<file path="config.mk">
export PLATFORM = sky130hd
export DESIGN_NAME = cpu_ctrl_fsm_flat
export DESIGN_NICKNAME = d
export VERILOG_FILES = /design/src/rtl/cpu_pkg.sv /design/src/rtl/cpu_ctrl_fsm_if.sv /design/src/rtl/cpu_ctrl_fsm_decode.sv /design/src/rtl/cpu_ctrl_fsm.sv /design/src/flat_wrapper.sv
export SDC_FILE = /design/constraint.sdc
export NUM_CORES = 1
export LEC_CHECK = 0
export BUFFER_PORTS_ARGS = -buffer_cell sky130_fd_sc_hd__buf_2
export CORE_MARGIN = 1
export CORE_UTILIZATION = 44
export DETAILED_ROUTE_END_ITERATION = 10
export GPL_ROUTABILITY_DRIVEN = 0
export GPL_TIMING_DRIVEN = 0
export PLACE_DENSITY_LB_ADDON = 0.15
export SYNTH_ARGS = -nofsm -noshare
export SYNTH_HDL_FRONTEND = slang
export SYNTH_SLANG_ARGS = --single-unit
</file>
<file path="constraint.sdc">
create_clock -name clk -period 2.3 [get_ports clk]
set_input_delay 0.46 -clock clk [delete_from_list [all_inputs] [get_ports clk]]
set_output_delay 0.46 -clock clk [all_outputs]
set_load 0.1 [all_outputs]
</file>
<file path="src/rtl/cpu_pkg.sv">
// Shared definitions for the teaching-CPU control path: opcodes, ALU encodings,
// IR field positions, the sequencer state type and the EX control word.
package cpu_pkg;

    localparam logic [3:0] OP_NOP = 4'h0;
    localparam logic [3:0] OP_ADD = 4'h1;
    localparam logic [3:0] OP_SUB = 4'h2;
    localparam logic [3:0] OP_AND = 4'h3;
    localparam logic [3:0] OP_OR  = 4'h4;
    localparam logic [3:0] OP_MOV = 4'h5;
    localparam logic [3:0] OP_LDI = 4'h6;
    localparam logic [3:0] OP_LD  = 4'h7;
    localparam logic [3:0] OP_ST  = 4'h8;
    localparam logic [3:0] OP_JMP = 4'h9;
    localparam logic [3:0] OP_JZ  = 4'hA;
    localparam logic [3:0] OP_JC  = 4'hB;
    localparam logic [3:0] OP_HLT = 4'hF;

    localparam logic [2:0] ALU_PASS_B = 3'd0;
    localparam logic [2:0] ALU_ADD    = 3'd1;
    localparam logic [2:0] ALU_SUB    = 3'd2;
    localparam logic [2:0] ALU_AND    = 3'd3;
    localparam logic [2:0] ALU_OR     = 3'd4;

    localparam int IR_OP_MSB = 15;
    localparam int IR_OP_LSB = 12;
    localparam int IR_RX_MSB = 11;
    localparam int IR_RX_LSB = 10;
    localparam int IR_RY_MSB = 9;
    localparam int IR_RY_LSB = 8;

    typedef enum logic [2:0] {
        IF_HI = 3'd0,
        IF_LO = 3'd1,
        DEC   = 3'd2,
        EX    = 3'd3,
        MEM   = 3'd4,
        HALT  = 3'd5
    } ctrl_state_t;

    typedef struct packed {
        logic [2:0] alu_op;
        logic       b_sel;
        logic       rf_we;
        logic       flag_ld;
        logic       pc_ld;
        logic       illegal;
        logic       go_mem;
        logic       go_halt;
    } ex_ctrl_t;

    localparam ex_ctrl_t EX_IDLE = '{alu_op: 3'd0, default: 1'b0};

endpackage

</file>
<file path="src/rtl/cpu_ctrl_fsm_if.sv">
// Memory-bus handshake between the control sequencer and the memory port.
interface cpu_ctrl_fsm_if;

    logic mem_rd;
    logic mem_wr;
    logic addr_sel;
    logic mem_ready;

    modport master (
        output mem_rd,
        output mem_wr,
        output addr_sel,
        input  mem_ready
    );

    modport slave (
        input  mem_rd,
        input  mem_wr,
        input  addr_sel,
        output mem_ready
    );

endinterface

</file>
<file path="src/rtl/cpu_ctrl_fsm_decode.sv">
// Combinational map from opcode and flags to the control word used in EX.
module ctrl_decode
    import cpu_pkg::*;
#(
    parameter int OPW = 4
) (
    input  logic [OPW-1:0] opcode,
    input  logic           z_in,
    input  logic           c_in,
    output ex_ctrl_t       ctrl
);

    // Opcode decode; undefined opcodes behave as NOP apart from the illegal flag
    always_comb begin
        ctrl = EX_IDLE;
        case (opcode)
            OP_NOP: ctrl = EX_IDLE;
            OP_ADD: begin ctrl.alu_op = ALU_ADD; ctrl.rf_we = 1'b1; ctrl.flag_ld = 1'b1; end
            OP_SUB: begin ctrl.alu_op = ALU_SUB; ctrl.rf_we = 1'b1; ctrl.flag_ld = 1'b1; end
            OP_AND: begin ctrl.alu_op = ALU_AND; ctrl.rf_we = 1'b1; ctrl.flag_ld = 1'b1; end
            OP_OR:  begin ctrl.alu_op = ALU_OR;  ctrl.rf_we = 1'b1; ctrl.flag_ld = 1'b1; end
            OP_MOV: begin ctrl.alu_op = ALU_PASS_B; ctrl.rf_we = 1'b1; end
            OP_LDI: begin ctrl.alu_op = ALU_PASS_B; ctrl.b_sel = 1'b1; ctrl.rf_we = 1'b1; end
            OP_LD:  ctrl.go_mem = 1'b1;
            OP_ST:  ctrl.go_mem = 1'b1;
            OP_JMP: ctrl.pc_ld = 1'b1;
            OP_JZ:  ctrl.pc_ld = z_in;
            OP_JC:  ctrl.pc_ld = c_in;
            OP_HLT: ctrl.go_halt = 1'b1;
            default: ctrl.illegal = 1'b1;
        endcase
    end

endmodule

</file>
<file path="src/rtl/cpu_ctrl_fsm.sv">
// Multi-cycle control sequencer: two-byte fetch, decode, execute and the
// optional memory phase, with register-select latching and bus handshake gating.
module cpu_ctrl_fsm
    import cpu_pkg::*;
#(
    parameter int OPW = 4,
    parameter int RSW = 2
) (
    input  logic           clk,
    input  logic           rst,
    input  logic [15:0]    ir,
    input  logic           z_in,
    input  logic           c_in,
    cpu_ctrl_fsm_if.master mem,
    output logic           ir_hi_ld,
    output logic           ir_lo_ld,
    output logic           pc_inc,
    output logic           pc_ld,
    output logic [RSW-1:0] rx_sel,
    output logic [RSW-1:0] ry_sel,
    output logic [2:0]     alu_op,
    output logic           b_sel,
    output logic           flag_ld,
    output logic           rf_we,
    output logic           halted,
    output logic           illegal
);

    ctrl_state_t    state_q, state_d;
    logic [RSW-1:0] rx_sel_q, rx_sel_d;
    logic [RSW-1:0] ry_sel_q, ry_sel_d;
    logic           mem_rd_s, mem_wr_s, addr_sel_s;
    logic [OPW-1:0] opcode_s;
    logic           is_ld_s;
    ex_ctrl_t       ex_ctrl_s;

    // The address byte goes straight from IR to the datapath, not through here
    logic [7:0]     ir_addr_unused;

    assign ir_addr_unused = ir[7:0];
    assign opcode_s       = ir[IR_OP_MSB:IR_OP_LSB];
    assign is_ld_s        = (opcode_s == OP_LD);

    ctrl_decode #(.OPW(OPW)) u_decode (
        .opcode (opcode_s),
        .z_in   (z_in),
        .c_in   (c_in),
        .ctrl   (ex_ctrl_s)
    );

    assign mem.mem_rd   = mem_rd_s;
    assign mem.mem_wr   = mem_wr_s;
    assign mem.addr_sel = addr_sel_s;

    // State and select registers with synchronous reset
    always_ff @(posedge clk) begin
        if (rst) begin
            state_q  <= IF_HI;
            rx_sel_q <= '0;
            ry_sel_q <= '0;
        end else begin
            state_q  <= state_d;
            rx_sel_q <= rx_sel_d;
            ry_sel_q <= ry_sel_d;
        end
    end

    // Next state and strobes; reset silences every output in the same cycle
    always_comb begin
        state_d    = state_q;
        rx_sel_d   = rx_sel_q;
        ry_sel_d   = ry_sel_q;
        mem_rd_s   = 1'b0;
        mem_wr_s   = 1'b0;
        addr_sel_s = 1'b0;
        ir_hi_ld   = 1'b0;
        ir_lo_ld   = 1'b0;
        pc_inc     = 1'b0;
        pc_ld      = 1'b0;
        rx_sel     = '0;
        ry_sel     = '0;
        alu_op     = ALU_PASS_B;
        b_sel      = 1'b0;
        flag_ld    = 1'b0;
        rf_we      = 1'b0;
        halted     = 1'b0;
        illegal    = 1'b0;
        if (rst) begin
            state_d  = IF_HI;
            rx_sel_d = '0;
            ry_sel_d = '0;
        end else begin
            rx_sel = rx_sel_q;
            ry_sel = ry_sel_q;
            case (state_q)
                IF_HI: begin
                    mem_rd_s = 1'b1;
                    if (mem.mem_ready) begin
                        ir_hi_ld = 1'b1;
                        pc_inc   = 1'b1;
                        state_d  = IF_LO;
                    end else begin
                        state_d  = IF_HI;
                    end
                end
                IF_LO: begin
                    mem_rd_s = 1'b1;
                    if (mem.mem_ready) begin
                        ir_lo_ld = 1'b1;
                        pc_inc   = 1'b1;
                        state_d  = DEC;
                    end else begin
                        state_d  = IF_LO;
                    end
                end
                DEC: begin
                    rx_sel_d = ir[IR_RX_MSB:IR_RX_LSB];
                    ry_sel_d = ir[IR_RY_MSB:IR_RY_LSB];
                    state_d  = EX;
                end
                EX: begin
                    alu_op  = ex_ctrl_s.alu_op;
                    b_sel   = ex_ctrl_s.b_sel;
                    rf_we   = ex_ctrl_s.rf_we;
                    flag_ld = ex_ctrl_s.flag_ld;
                    pc_ld   = ex_ctrl_s.pc_ld;
                    illegal = ex_ctrl_s.illegal;
                    if (ex_ctrl_s.go_halt) begin
                        state_d = HALT;
                    end else if (ex_ctrl_s.go_mem) begin
                        state_d = MEM;
                    end else begin
                        state_d = IF_HI;
                    end
                end
                MEM: begin
                    // Anything reaching MEM that is not a load is a store
                    addr_sel_s = 1'b1;
                    mem_rd_s   = is_ld_s;
                    mem_wr_s   = ~is_ld_s;
                    if (mem.mem_ready) begin
                        if (is_ld_s) begin
                            alu_op = ALU_PASS_B;
                            b_sel  = 1'b1;
                            rf_we  = 1'b1;
                        end else begin
                            rf_we  = 1'b0;
                        end
                        state_d = IF_HI;
                    end else begin
                        state_d = MEM;
                    end
                end
                HALT: begin
                    halted  = 1'b1;
                    state_d = HALT;
                end
                default: begin
                    state_d = IF_HI;
                end
            endcase
        end
    end

endmodule

</file>
<file path="src/flat_wrapper.sv">
// flat-port wrapper written by rule: the top's interface ports become plain ports
module cpu_ctrl_fsm_flat import cpu_pkg::*;
#(
    parameter int OPW = 4,
    parameter int RSW = 2
)
  (clk, rst, ir, z_in, c_in, ir_hi_ld, ir_lo_ld, pc_inc, pc_ld, rx_sel, ry_sel, alu_op, b_sel, flag_ld, rf_we, halted, illegal, mem_mem_rd, mem_mem_wr, mem_addr_sel, mem_mem_ready);
  cpu_ctrl_fsm_if mem_i ();
  input  logic clk;
  input  logic rst;
  input  logic [15:0] ir;
  input  logic z_in;
  input  logic c_in;
  output logic ir_hi_ld;
  output logic ir_lo_ld;
  output logic pc_inc;
  output logic pc_ld;
  output logic [RSW-1:0] rx_sel;
  output logic [RSW-1:0] ry_sel;
  output logic [2:0] alu_op;
  output logic b_sel;
  output logic flag_ld;
  output logic rf_we;
  output logic halted;
  output logic illegal;
  output wire logic [$bits(mem_i.mem_rd)-1:0] mem_mem_rd;
  output wire logic [$bits(mem_i.mem_wr)-1:0] mem_mem_wr;
  output wire logic [$bits(mem_i.addr_sel)-1:0] mem_addr_sel;
  input wire logic [$bits(mem_i.mem_ready)-1:0] mem_mem_ready;
  assign mem_mem_rd = mem_i.mem_rd;
  assign mem_mem_wr = mem_i.mem_wr;
  assign mem_addr_sel = mem_i.addr_sel;
  assign mem_i.mem_ready = mem_mem_ready;
  cpu_ctrl_fsm #(.OPW(OPW), .RSW(RSW)) u_core (.clk(clk), .rst(rst), .ir(ir), .z_in(z_in), .c_in(c_in), .mem(mem_i), .ir_hi_ld(ir_hi_ld), .ir_lo_ld(ir_lo_ld), .pc_inc(pc_inc), .pc_ld(pc_ld), .rx_sel(rx_sel), .ry_sel(ry_sel), .alu_op(alu_op), .b_sel(b_sel), .flag_ld(flag_ld), .rf_we(rf_we), .halted(halted), .illegal(illegal));
endmodule
</file>
Yosys cells after proc, flatten, opt, wreduce, memory -nomap -nowiden
Index checks and enable logic that the tools add are counted.
{"block": "word_totals", "n_memories": 0, "regBits": 7, "wordCells": 73, "rom_bits": 0, "inputBits": 21, "out_inout_bits": 19, "mem_bits_rw": 0, "latch_bits": 0}
{"block": "classes", "n_reduce_logical": 7, "n_mux": 45, "n_shift": 0, "n_eq_ne": 17, "n_mul": 0, "bitwise_logic": 1, "div": 0, "magnitude_cmp": 0, "n_addsub": 0}
{"operator": "$mux 1", "count": 31}
{"operator": "$eq 4x4->1 const B", "count": 5}
{"operator": "$pmux 3 s6", "count": 1}
{"operator": "$eq 4x3->1 const B", "count": 4}
{"operator": "$mux 3", "count": 5}
{"operator": "$reduce_or 13->1", "count": 1}
{"operator": "$pmux 3 s4", "count": 1}
{"operator": "$eq 4x2->1 const B", "count": 2}
{"operator": "$eq 3x2->1 const B", "count": 2}
{"operator": "$eq 3x3->1 const B", "count": 2}
{"operator": "$mux 2", "count": 3}
{"operator": "$pmux 1 s2", "count": 3}
{"operator": "$reduce_or 6->1", "count": 1}
{"operator": "$eq 4x1->1 const B", "count": 1}
{"operator": "$logic_not 4->1", "count": 1}
{"operator": "$reduce_or 2->1", "count": 2}
{"operator": "$reduce_or 4->1", "count": 1}
{"operator": "$eq 3x1->1 const B", "count": 1}
{"operator": "$logic_not 3->1", "count": 1}
{"operator": "$pmux 1 s3", "count": 1}
{"operator": "$not 1->1", "count": 1}

Logic depth before layout (Yosys ltp)
Gate-level depths: netlist of the first run.
{"block": "depth", "word_depth": 6, "ltp_mapped": 5, "mapped_depth_nobuf": 3}

Hierarchy
Synthesis of the first run repeated with hierarchy kept, for this count alone.
{"block": "hier_totals", "hier_cells": 87, "hier_area_um2": 628.1}
{"mod": "cpu_ctrl_fsm", "n_inst": 1, "area_per_inst_um2": 505.5, "cells_per_inst": 64, "seq_area_each_um2": 140.1}
{"mod": "ctrl_decode", "n_inst": 1, "area_per_inst_um2": 122.6, "cells_per_inst": 23, "seq_area_each_um2": 0.0}

Worst setup path before layout of the first run
OpenSTA, ideal clock, no wires.
{"block": "synth_timing", "kind": "in2out", "start": "in rst", "end": "out mem_mem_wr", "t_required_ps": 1840, "cell_stages": 3, "path_buffers": 1, "arrival_time_ps": 3875, "setup_slack_ps": -2035, "cell_sequence": "buf_2 > nor4b_2 > nor2b_1"}
{"block": "synth_via", "elab_chain_cells": 1}
{"element": "start: declaration", "line_no": "flat_wrapper.sv:10", "rtl": "input logic rst;"}
{"element": "$mux 1", "line_no": "cpu_ctrl_fsm.sv:88", "rtl": "if (rst) begin"}
{"element": "end: declaration", "line_no": "flat_wrapper.sv:27", "rtl": "output wire logic [$bits(mem_i.mem_wr)-1:0] mem_mem_wr;"}
No other way between the ends.

Worst setup path in the final report of the first run
{"block": "layout_timing", "start": "reg u_core.state_q[0]", "end": "out rf_we"}
{"block": "layout_via", "elab_chain_cells": 3, "elab_cells_between_ends": 4, "cone_classes": "eq/ne (2); mux (2)"}
{"element": "start: declaration", "line_no": "cpu_ctrl_fsm.sv:29", "rtl": "ctrl_state_t state_q, state_d;"}
{"element": "start signal: assignment", "line_no": "cpu_ctrl_fsm.sv:62", "rtl": "state_q <= state_d;"}
{"element": "$eq 3x3->1 or $eq 3x2->1 (tied branches)", "line_no": "cpu_ctrl_fsm.sv:95", "rtl": "case (state_q)"}
{"element": "$pmux 1 s2 (*)", "line_no": "cpu_ctrl_fsm.sv:95"}
{"element": "$mux 1 (*)", "line_no": "cpu_ctrl_fsm.sv:88"}
{"element": "end: declaration", "line_no": "flat_wrapper.sv:23", "rtl": "output logic rf_we;"}
Mark *: on every way between the ends. The rest lies on a longest branch, timed or not.

==> flow_summary.toml, run 1 <==
[drt]
drtAntennaViolNets = 0
drt_iter0_markers = 35
drc = 0
vias = 701
via_per_inst = 5.65
wl_per_cell_um = 13.6
wirelength_um = 1680
dr.pass1.iters = 5

[worst_setup_path]
critPathMostFrequentCell = "buf_6"
slowest_stage = "or3_4"
worst-setup-path-type = "register to primary output"
reg2reg_depth = 4
rr_startpoint = "u_core.state_q[1]"
crit_path_max_incr_delay_ps = 410
cp-start-kind = "register"
rr_endpoint = "u_core.rx_sel_q[1]"
cp.arrival_ps = 1760
cp-end-kind = "primary output"
critPathRequiredTime_ps = 1840
crit_chain = "buf_6 -> nand3b_1 -> or3_4 -> o31ai_4 -> buf_6"
cp_max_fo = 6
r2r_slack_ps = 980
critical_path.startpoint = "u_core.state_q[0]"

[cells_and_area]
nets = 131
drive_gt1_share_pct = 52.3
layout_common_cells = "buf_2 (20), buf_4 (7), clkbuf_4 (7), nor2b_1 (7), dfxtp_1 (7)"
syn2layout_area_growth_pct = 58.0
diodes = 0
layout_commonest_cell = "buf_2"
stdcell_count = 124
fillers = 93
final_util_pct = 75.8

[placed_design]
place_hpwl_um = 1190
dpl.cell_count = 120
port_buffers = 27
pre_cts_ws_ps = 105

[global_route]
grt_use_met3_pct = 5.68
grt_pass1_vias = 613
top_usage_layer = "met2"
grt_pass1_wl_um = 2570
antenna_found_initial = 0
grt_remaining_overflow = 0
grt_max_degree = 11
grt_use_met1_pct = 32.4
met2_usage_pct = 37.9
track_usage_pct = 23.6

[synthesis]
yosysWarnings = 0
ys_seq_area_share_pct = 22.2
syn_avg_cell_area_um2 = 8.10
synth_edf_count = 0
synth_area_um2 = 632
synth-seq-cells = 7
synthArstFlopShare_pct = 0
synthCells = 78
syn-num-nets = 99
synthFlopType = "dfxtp_1"
ys_types = 34

[timing]
rsz0062_at_grt = "false"
setup_viol = 0
relSlewSlack_pct = 47.4
tightest_slew_ps = 790
final.setup.tns_ps = 0
finalHoldViolCount = 0
finalCritPeriodShare_pct = 96.4
clock.fmax_mhz = 451
finalMaxSlewViolations = 0
layout_min_cycle_time_ps = 2220
worst_slack_ps = 82.9
skew_ps = 5.11

[floorplan]
io_pins = 40
core_mm2 = 0.00132
die_h_um = 39.9
fp.dieArea_mm2 = 0.00159
fp.dieW_um = 39.9
start_util_pct = 48.0
row_count = 13

[clocking]
cts_tree = "yes"
path_clk_slew_ps = 60
clockBufferDepth = 2
cts_root_buf = "clkbuf_4"
cts_sinks = 7
cts_hold_buf = 0
cts_max_level = 1
cts_made_buffers = 3
clk_latency_ps = 260

[pwr]
power_density_mw_per_mm2 = 420
p_leak_uw = 0.000417
vdd_drop_max_mv = 0.342

[worst_hold_path]
hp-start = "rst"
holdPathStages = 2
min_to = "u_core.state_q[0]"
hp-class = "primary input to register"

[run]
cap_violations = 0

[outcome]
status = "completed"
-- critical path: cells and delay by family, from the launching register on --
family / cells / cell delay [ps]
buffers and inverters: 2 / 380
AO/OA/AOI/OAI: 1 / 260
flip-flops: 1 / 330
AND/OR/NAND/NOR: 2 / 520
-- synth_stat cells, types with 2 or more instances --
cell type | instances | share of area, %
and3_1 | 2 | 2.0
buf_2 | 5 | 4.0
dfxtp_1 | 7 | 22
mux2i_1 | 5 | 7.9
nand2_1 | 2 | 1.2
nand2b_1 | 3 | 3.0
nand3_1 | 2 | 1.6
nand3b_1 | 2 | 2.4
nor2_1 | 9 | 5.3
nor2b_1 | 8 | 7.9
nor3_1 | 5 | 4.0
nor3b_1 | 3 | 3.6
nor4_1 | 3 | 3.0
o31a_1 | 2 | 2.8
-- through the flow --
| stage | total power, µW | hold slack [ps] | instance area, µm² |
|---|---|---|---|
| floorplan | 274 | 452 | 786 |
| global placement | 298 | 465 | 940 |
| detailed placement | 301 | 488 | 940 |
| CTS | 418 | 390 | 981 |
| global route | 439 | 401 | 998 |
| finish | 420 | 394 | 998 |
-- routing by layer --
| layer | share of wire (%) | vias up |
|---|---|---|
| li1 | - | 344 |
| met1 | 46 | 326 |
| met2 | 50 | 29 |
| met3 | 3.5 | 2 |
| met4 | 1.1 | 0 |
| met5 | 0 | - |
-- sequential cells by signal, indices dropped and copies added (netlist names) --
register and count:
u_core.state_q 3, u_core.rx_sel_q 2, u_core.ry_sel_q 2
-- power breakdown --
part / switching, µW / internal, µW / leakage, µW / total [µW]
logic: 115 / 56.9 / 0.000345 / 172
registers: 3.21 / 128 / 0.0000570 / 131
clock network: 50.6 / 66.5 / 0.0000150 / 117
-- cell type report --
cell class / count / area (µm²) / share of cell area [%]
clock buffers: 4 / 26.3 / 2.63
repair buffers: 27 / 163 / 16.3
well taps: 15 / 18.8 / 1.88
inverters: 1 / 3.75 / 0.376
multi-input cells: 61 / 569 / 57.0
plain buffers: 9 / 77.6 / 7.77
flip-flops and latches: 7 / 140 / 14.0
-- worst max path at each step --
stage | to | slack, ps | depth (start not counted)
after global routing | mem_mem_wr | 2 | 4
after global placement | rf_we | 120 | 4
after floorplan | mem_mem_wr | -590 | 3
after CTS | rf_we | 20 | 5
after detailed placement | rf_we | 110 | 4
final | rf_we | 80 | 5
-- cells by family after synthesis --
| logic type | synth area share [%] |
|---|---|
| muxes | 9.70 |
| AOI/OAI and AO/OA | 11.3 |
| and+or+nand+nor | 46.5 |
| xor gates and xnor gates | 1.39 |
| DFF | 22.2 |
| buffers and inverters | 8.91 |
-- repair_timing --
action	CTS	global route
pin swaps	0	1
setup buffers	0	0
endpoints found under the setup margin	6	4
gates resized for setup	6	6
Power figures use the tool's default switching activity.
==> run 2, diff against run 1 <==
Settings changed: SYNTH_HIERARCHICAL set to 1.
==> run 2 against run 1 <==
Effect of this change: die area fell by 0.58%; cell count rose by 10%; critical endpoint unchanged; first-iteration DRC count fell by 66%; largest power group unchanged.
==> flow_summary.toml, run 2 <==
[global_route]
grt_max_degree = 11
grt_pass1_wl_um = 2040
grt_remaining_overflow = 0
antenna_found_initial = 0
grt_pass1_vias = 484
track_usage_pct = 18.8

[placed_design]
dpl_cell_area_um2 = 867
pre_cts_ws_ps = 85.3
port_buffers = 31
place_hpwl_um = 1190
dpl.cell_count = 133

[worst_setup_path]
critPathRequiredTime_ps = 1840
rr_startpoint = "u_core/state_q[1]"
cp-end-kind = "primary output"
cp.arrival_ps = 1760
cp_max_fo = 10
critical_path.startpoint = "ir[12]"
cp-start-kind = "primary input"
worst-setup-path-type = "primary input to primary output"

[cells_and_area]
seq_area_um2 = 140
stdcell_count = 137
final_area_um2 = 908
nets = 144
largest_reg_flops = 3
syn2layout_area_growth_pct = 44.6
biggestRegsByFlops = "u_core/state_q: 3 flops, u_core/rx_sel_q: 2 flops, u_core/ry_sel_q: 2 flops"
layout_commonest_cell = "buf_2"
fillers = 124
layout_common_cells = "buf_2 (29), clkbuf_4 (8), nor3_1 (7), dfxtp_1 (7)"
diodes = 0
regMostFlops = "u_core/state_q"
multiInputGateArea_um2 = 503
drive_gt1_share_pct = 41.8

[pwr]
internal_power_uw = 237
clkPwrFrac_pct = 28.0
pwr-share-seq_pct = 34.1
finalPower_uw = 385
vdd_drop_max_mv = 0.304
switching_share_pct = 38.3
power_density_mw_per_mm2 = 423
p_comb_share_pct = 37.9
p_switching_uw = 147
p_leak_uw = 0.000407

[floorplan]
core_mm2 = 0.00132
fp.dieArea_mm2 = 0.00158
row_count = 13
fp.dieW_um = 39.8
io_pins = 40
die_h_um = 39.8
start_util_pct = 47.7

[drt]
wl_per_cell_um = 10.8
drc = 0
wirelength_um = 1480
drtAntennaViolNets = 0
vias = 697
via_per_inst = 5.09
dr.pass1.iters = 4
drt_iter0_markers = 12

[clocking]
cts_sinks = 7
clockBufferDepth = 2
cts_hold_buf = 0
cts_made_buffers = 3
path_clk_slew_ps = 50
cts_max_level = 1
cts_root_buf = "clkbuf_4"
cts_tree = "yes"
clk_latency_ps = 240

[outcome]
status = "completed"

[timing]
tightest_slew_ps = 716
skew_ps = 5.69
setup_viol = 0
layout_min_cycle_time_ps = 2220
rsz0062_at_grt = "false"
worst_slack_ps = 83.4
hold_slack_ps = 452
finalHoldViolCount = 0
finalMaxSlewViolations = 0
relSlewSlack_pct = 52.3
clock.fmax_mhz = 451
finalCritPeriodShare_pct = 96.4

[synthesis]
yosys-top-cells-area = "dfxtp_1 (22%), nor3_1 (8.0%), mux2i_1 (6.4%)"
synth-seq-cells = 7
ys_types = 31
synthFlopType = "dfxtp_1"
yosys.area.top_type_share_pct = 22.3
synth_common_cells = "nor3_1 (10), dfxtp_1 (7)"
yosysWarnings = 6
synth_edf_count = 0
synthCells = 87
synth.most_common_cell = "nor3_1"
ys_seq_area_share_pct = 22.3
synth_area_um2 = 628
yosys.area.top_type = "dfxtp_1"
syn-num-nets = 108
syn_avg_cell_area_um2 = 7.22
synthArstFlopShare_pct = 0

[run]
cap_violations = 0

[worst_hold_path]
hp-start = "ir[11]"
hp-class = "primary input to register"
-- run 2: kinds of logic (layout without fill, tap and decap cells) --
| family | after synthesis | in the layout | share of synthesized area, % |
|---|---|---|---|
| AND/OR/NAND/NOR | 51 | 51 | 49.0 |
| AO/OA/AOI/OAI | 15 | 15 | 14.3 |
| buffers and inverters | 10 | 45 | 7.97 |
| flip-flops | 7 | 7 | 22.3 |
| multiplexers | 4 | 4 | 6.37 |
-- run 2: metal layers --
metal | up-vias | share of wire [%] | GRT usage (%)
met5 | - | 0 | 0
met4 | 0 | 0 | 7.76
met3 | 0 | 5.0 | 1.70
met2 | 22 | 45 | 27.5
met1 | 297 | 50 | 27.4
li1 | 378 | - | -
-- run 2: path summary, 6_finish.rpt --
check | cells past startpoint | end | slack, ps
setup / recovery | 7 | rf_we | 80
hold / removal | 3 | u_core/rx_sel_q[1] | 450
setup reg to reg | 4 | u_core/state_q[0] | 1120
hold reg to reg | 2 | u_core/rx_sel_q[1] | 490
-- run 2: area by class of cell --
type | count | share of cell area (%)
plain buffers | 7 | 4.27
flip-flops and latches | 7 | 15.4
repair buffers | 31 | 18.7
multi-input cells | 70 | 55.4
inverters | 3 | 1.24
well taps | 15 | 2.07
clock buffers | 4 | 2.89
-- run 2: metrics by stage --
step / setup TNS (ps) / util (%)
after floorplan: -2190 / -
after detailed placement: 0 / 65.8
after CTS: 0 / 67.8
final: 0 / 68.9
after global placement: 0 / 65.8
after global routing: 0 / 68.9
-- run 2: worst max-delay path, cell delays in order --
cell and delay [ps]:
buf_2 110, buf_2 170, and3_1 170, nor3_1 180, nand2_1 100, a21oi_2 130, buf_2 440
-- run 2: what timing repair did --
action | 4_1_cts | 5_1_grt
gates resized for setup | 0 | 7
endpoints found under the setup margin | 0 | 6
setup buffers | 0 | 0
-- run 2: power by group through the flow --
stage                     combinational, µW  clock, µW  sequential, µW
final                                   146        108             131
after global routing                    155        122             132
after CTS                               146        112             131
after detailed placement                145          0             134
after global placement                  144          0             133
after floorplan                         116          0             133
==> run 3, diff against run 2 <==
Settings changed: RECOVER_POWER set to 25.
==> run 3 against run 2 <==
Effect of this change: cell count unchanged; sequential power about the same; clock skew about the same; non-clock buffer count unchanged; highest routed layer unchanged; largest cell class unchanged; first-iteration DRC count unchanged; worst hold slack about the same; wire length about the same; setup slack unchanged; total power decreased by 0.59%; maximum frequency unchanged; via count increased by 0.14%; core utilization decreased by 0.85 points.
==> flow_summary.toml, run 3 (synthesis gave the netlist of run 2 again) <==
[timing]
setup_viol = 0
rsz0062_at_grt = "false"
layout_min_cycle_time_ps = 2220
finalCritPeriodShare_pct = 96.4
relSlewSlack_pct = 51.9
tightest_slew_ps = 720
finalHoldViolCount = 0
skew_ps = 5.61
finalMaxSlewViolations = 0
clock.fmax_mhz = 451
final.setup.tns_ps = 0

[worst_setup_path]
cp-end-kind = "primary output"
critPathMostFrequentCell = "buf_2"
cp-start-kind = "primary input"
critical_path.startpoint = "ir[12]"
crit_path_max_incr_delay_ps = 440
slowest_stage = "buf_2"
crit_chain = "buf_2 -> buf_2 -> and3_1 -> nor3_1 -> nand2_1 -> a21oi_2 -> buf_2"
critPathRequiredTime_ps = 1840
rr_startpoint = "u_core/state_q[0]"
cp_max_fo = 10
cp.arrival_ps = 1760
worst-setup-path-type = "primary input to primary output"

[clocking]
cts_root_buf = "clkbuf_4"
cts_max_level = 1
cts_sinks = 7
cts_tree = "yes"
cts_setup_buffers = 0
clockBufferDepth = 2
path_clk_slew_ps = 50
clk_latency_ps = 240
ctsResizeCount = 0
cts_made_buffers = 3
cts_hold_buf = 0

[drt]
drt_iter0_markers = 12
via_per_inst = 5.09
vias = 698
wl_per_cell_um = 10.8
wirelength_um = 1470
dr.pass1.iters = 4
drtAntennaViolNets = 0
drc = 0

[cells_and_area]
fillers = 126
nets = 144
regMostFlops = "u_core/state_q"
seq_area_um2 = 140
diodes = 0
layout_commonest_cell = "buf_2"
multiInputGateArea_um2 = 492
layout_common_cells = "buf_2 (29), clkbuf_4 (8), nor3_1 (7), dfxtp_1 (7)"
syn2layout_area_growth_pct = 42.8
largest_reg_flops = 3
biggestRegsByFlops = "u_core/state_q: 3 flops, u_core/rx_sel_q: 2 flops, u_core/ry_sel_q: 2 flops"
drive_gt1_share_pct = 41.0

[pwr]
p_leak_uw = 0.000405
vdd_drop_max_mv = 0.304
power_density_mw_per_mm2 = 426
finalPower_uw = 382

[floorplan]
io_pins = 40
start_util_pct = 47.7
row_count = 13
die_h_um = 39.8
core_mm2 = 0.00132
fp.dieArea_mm2 = 0.00158
fp.dieW_um = 39.8

[global_route]
grt_max_degree = 11
grt_pass1_vias = 484
antenna_found_initial = 0
grt_pass1_wl_um = 2040
track_usage_pct = 18.8
grt_remaining_overflow = 0

[outcome]
status = "completed"

[run]
cap_violations = 0

[placed_design]
port_buffers = 31
place_hpwl_um = 1190

[worst_hold_path]
hp-class = "primary input to register"
hp-start = "ir[11]"
[run 3: changes by cell type in the layout (fill, tap and decap cells not counted)]
| cell | before | now |
|---|---|---|
| nor3b_1 | 1 | 2 |
| nor3b_4 | 2 | 1 |
[run 3: final timing paths]
path	to	cells after the start	slack [ps]
hold reg to reg	u_core/rx_sel_q[1]	2	490
hold / removal	u_core/rx_sel_q[1]	3	450
setup / recovery	rf_we	7	80
setup reg to reg	u_core/ry_sel_q[0]	4	800
[run 3: critical path: cells and delay by family]
| family | cells | cell delay [ps] |
|---|---|---|
| AOI/OAI and AO/OA | 1 | 130 |
| and+or+nand+nor | 3 | 450 |
| buffers and inverters | 3 | 720 |
[run 3: per-stage QoR]
| stage | util (%) | hold WS [ps] | instances | worst slack [ps] | cell area [µm²] |
|---|---|---|---|---|---|
| after CTS | 67.8 | 445 | 137 | 29.1 | 893 |
| after detailed placement | 65.8 | 478 | 133 | 85.3 | 867 |
| after global placement | 65.8 | 465 | 133 | 108 | 867 |
| final | 68.1 | 452 | 137 | 83.4 | 897 |
| after global routing | 68.1 | 440 | 137 | 8.90 | 897 |
| after floorplan | - | 452 | 87 | -614 | 693 |
[run 3: final cells by class]
type | instances | share of cell area [%]
tap | 15 | 2.09
multi-input combinational | 70 | 54.8
timing repair buffer | 31 | 19.0
clock buffer | 4 | 2.93
inverter | 3 | 1.26
sequential | 7 | 15.6
buffer | 7 | 4.32
[run 3: metal layers]
metal	part of all wire [%]	vias to the layer above	GRT usage, %	wire, µm
li1	-	378	-	-
met1	50	298	27.4	740
met2	45	22	27.5	659
met3	5.0	0	1.70	74
met4	0	0	7.76	0
met5	0	-	0	0
[run 3: power by group]
group	leakage, µW	internal (µW)	switching (µW)
Combinational	0.000333	42.6	101
Sequential	0.0000570	127	3.58
Clock	0.0000150	66.0	41.6
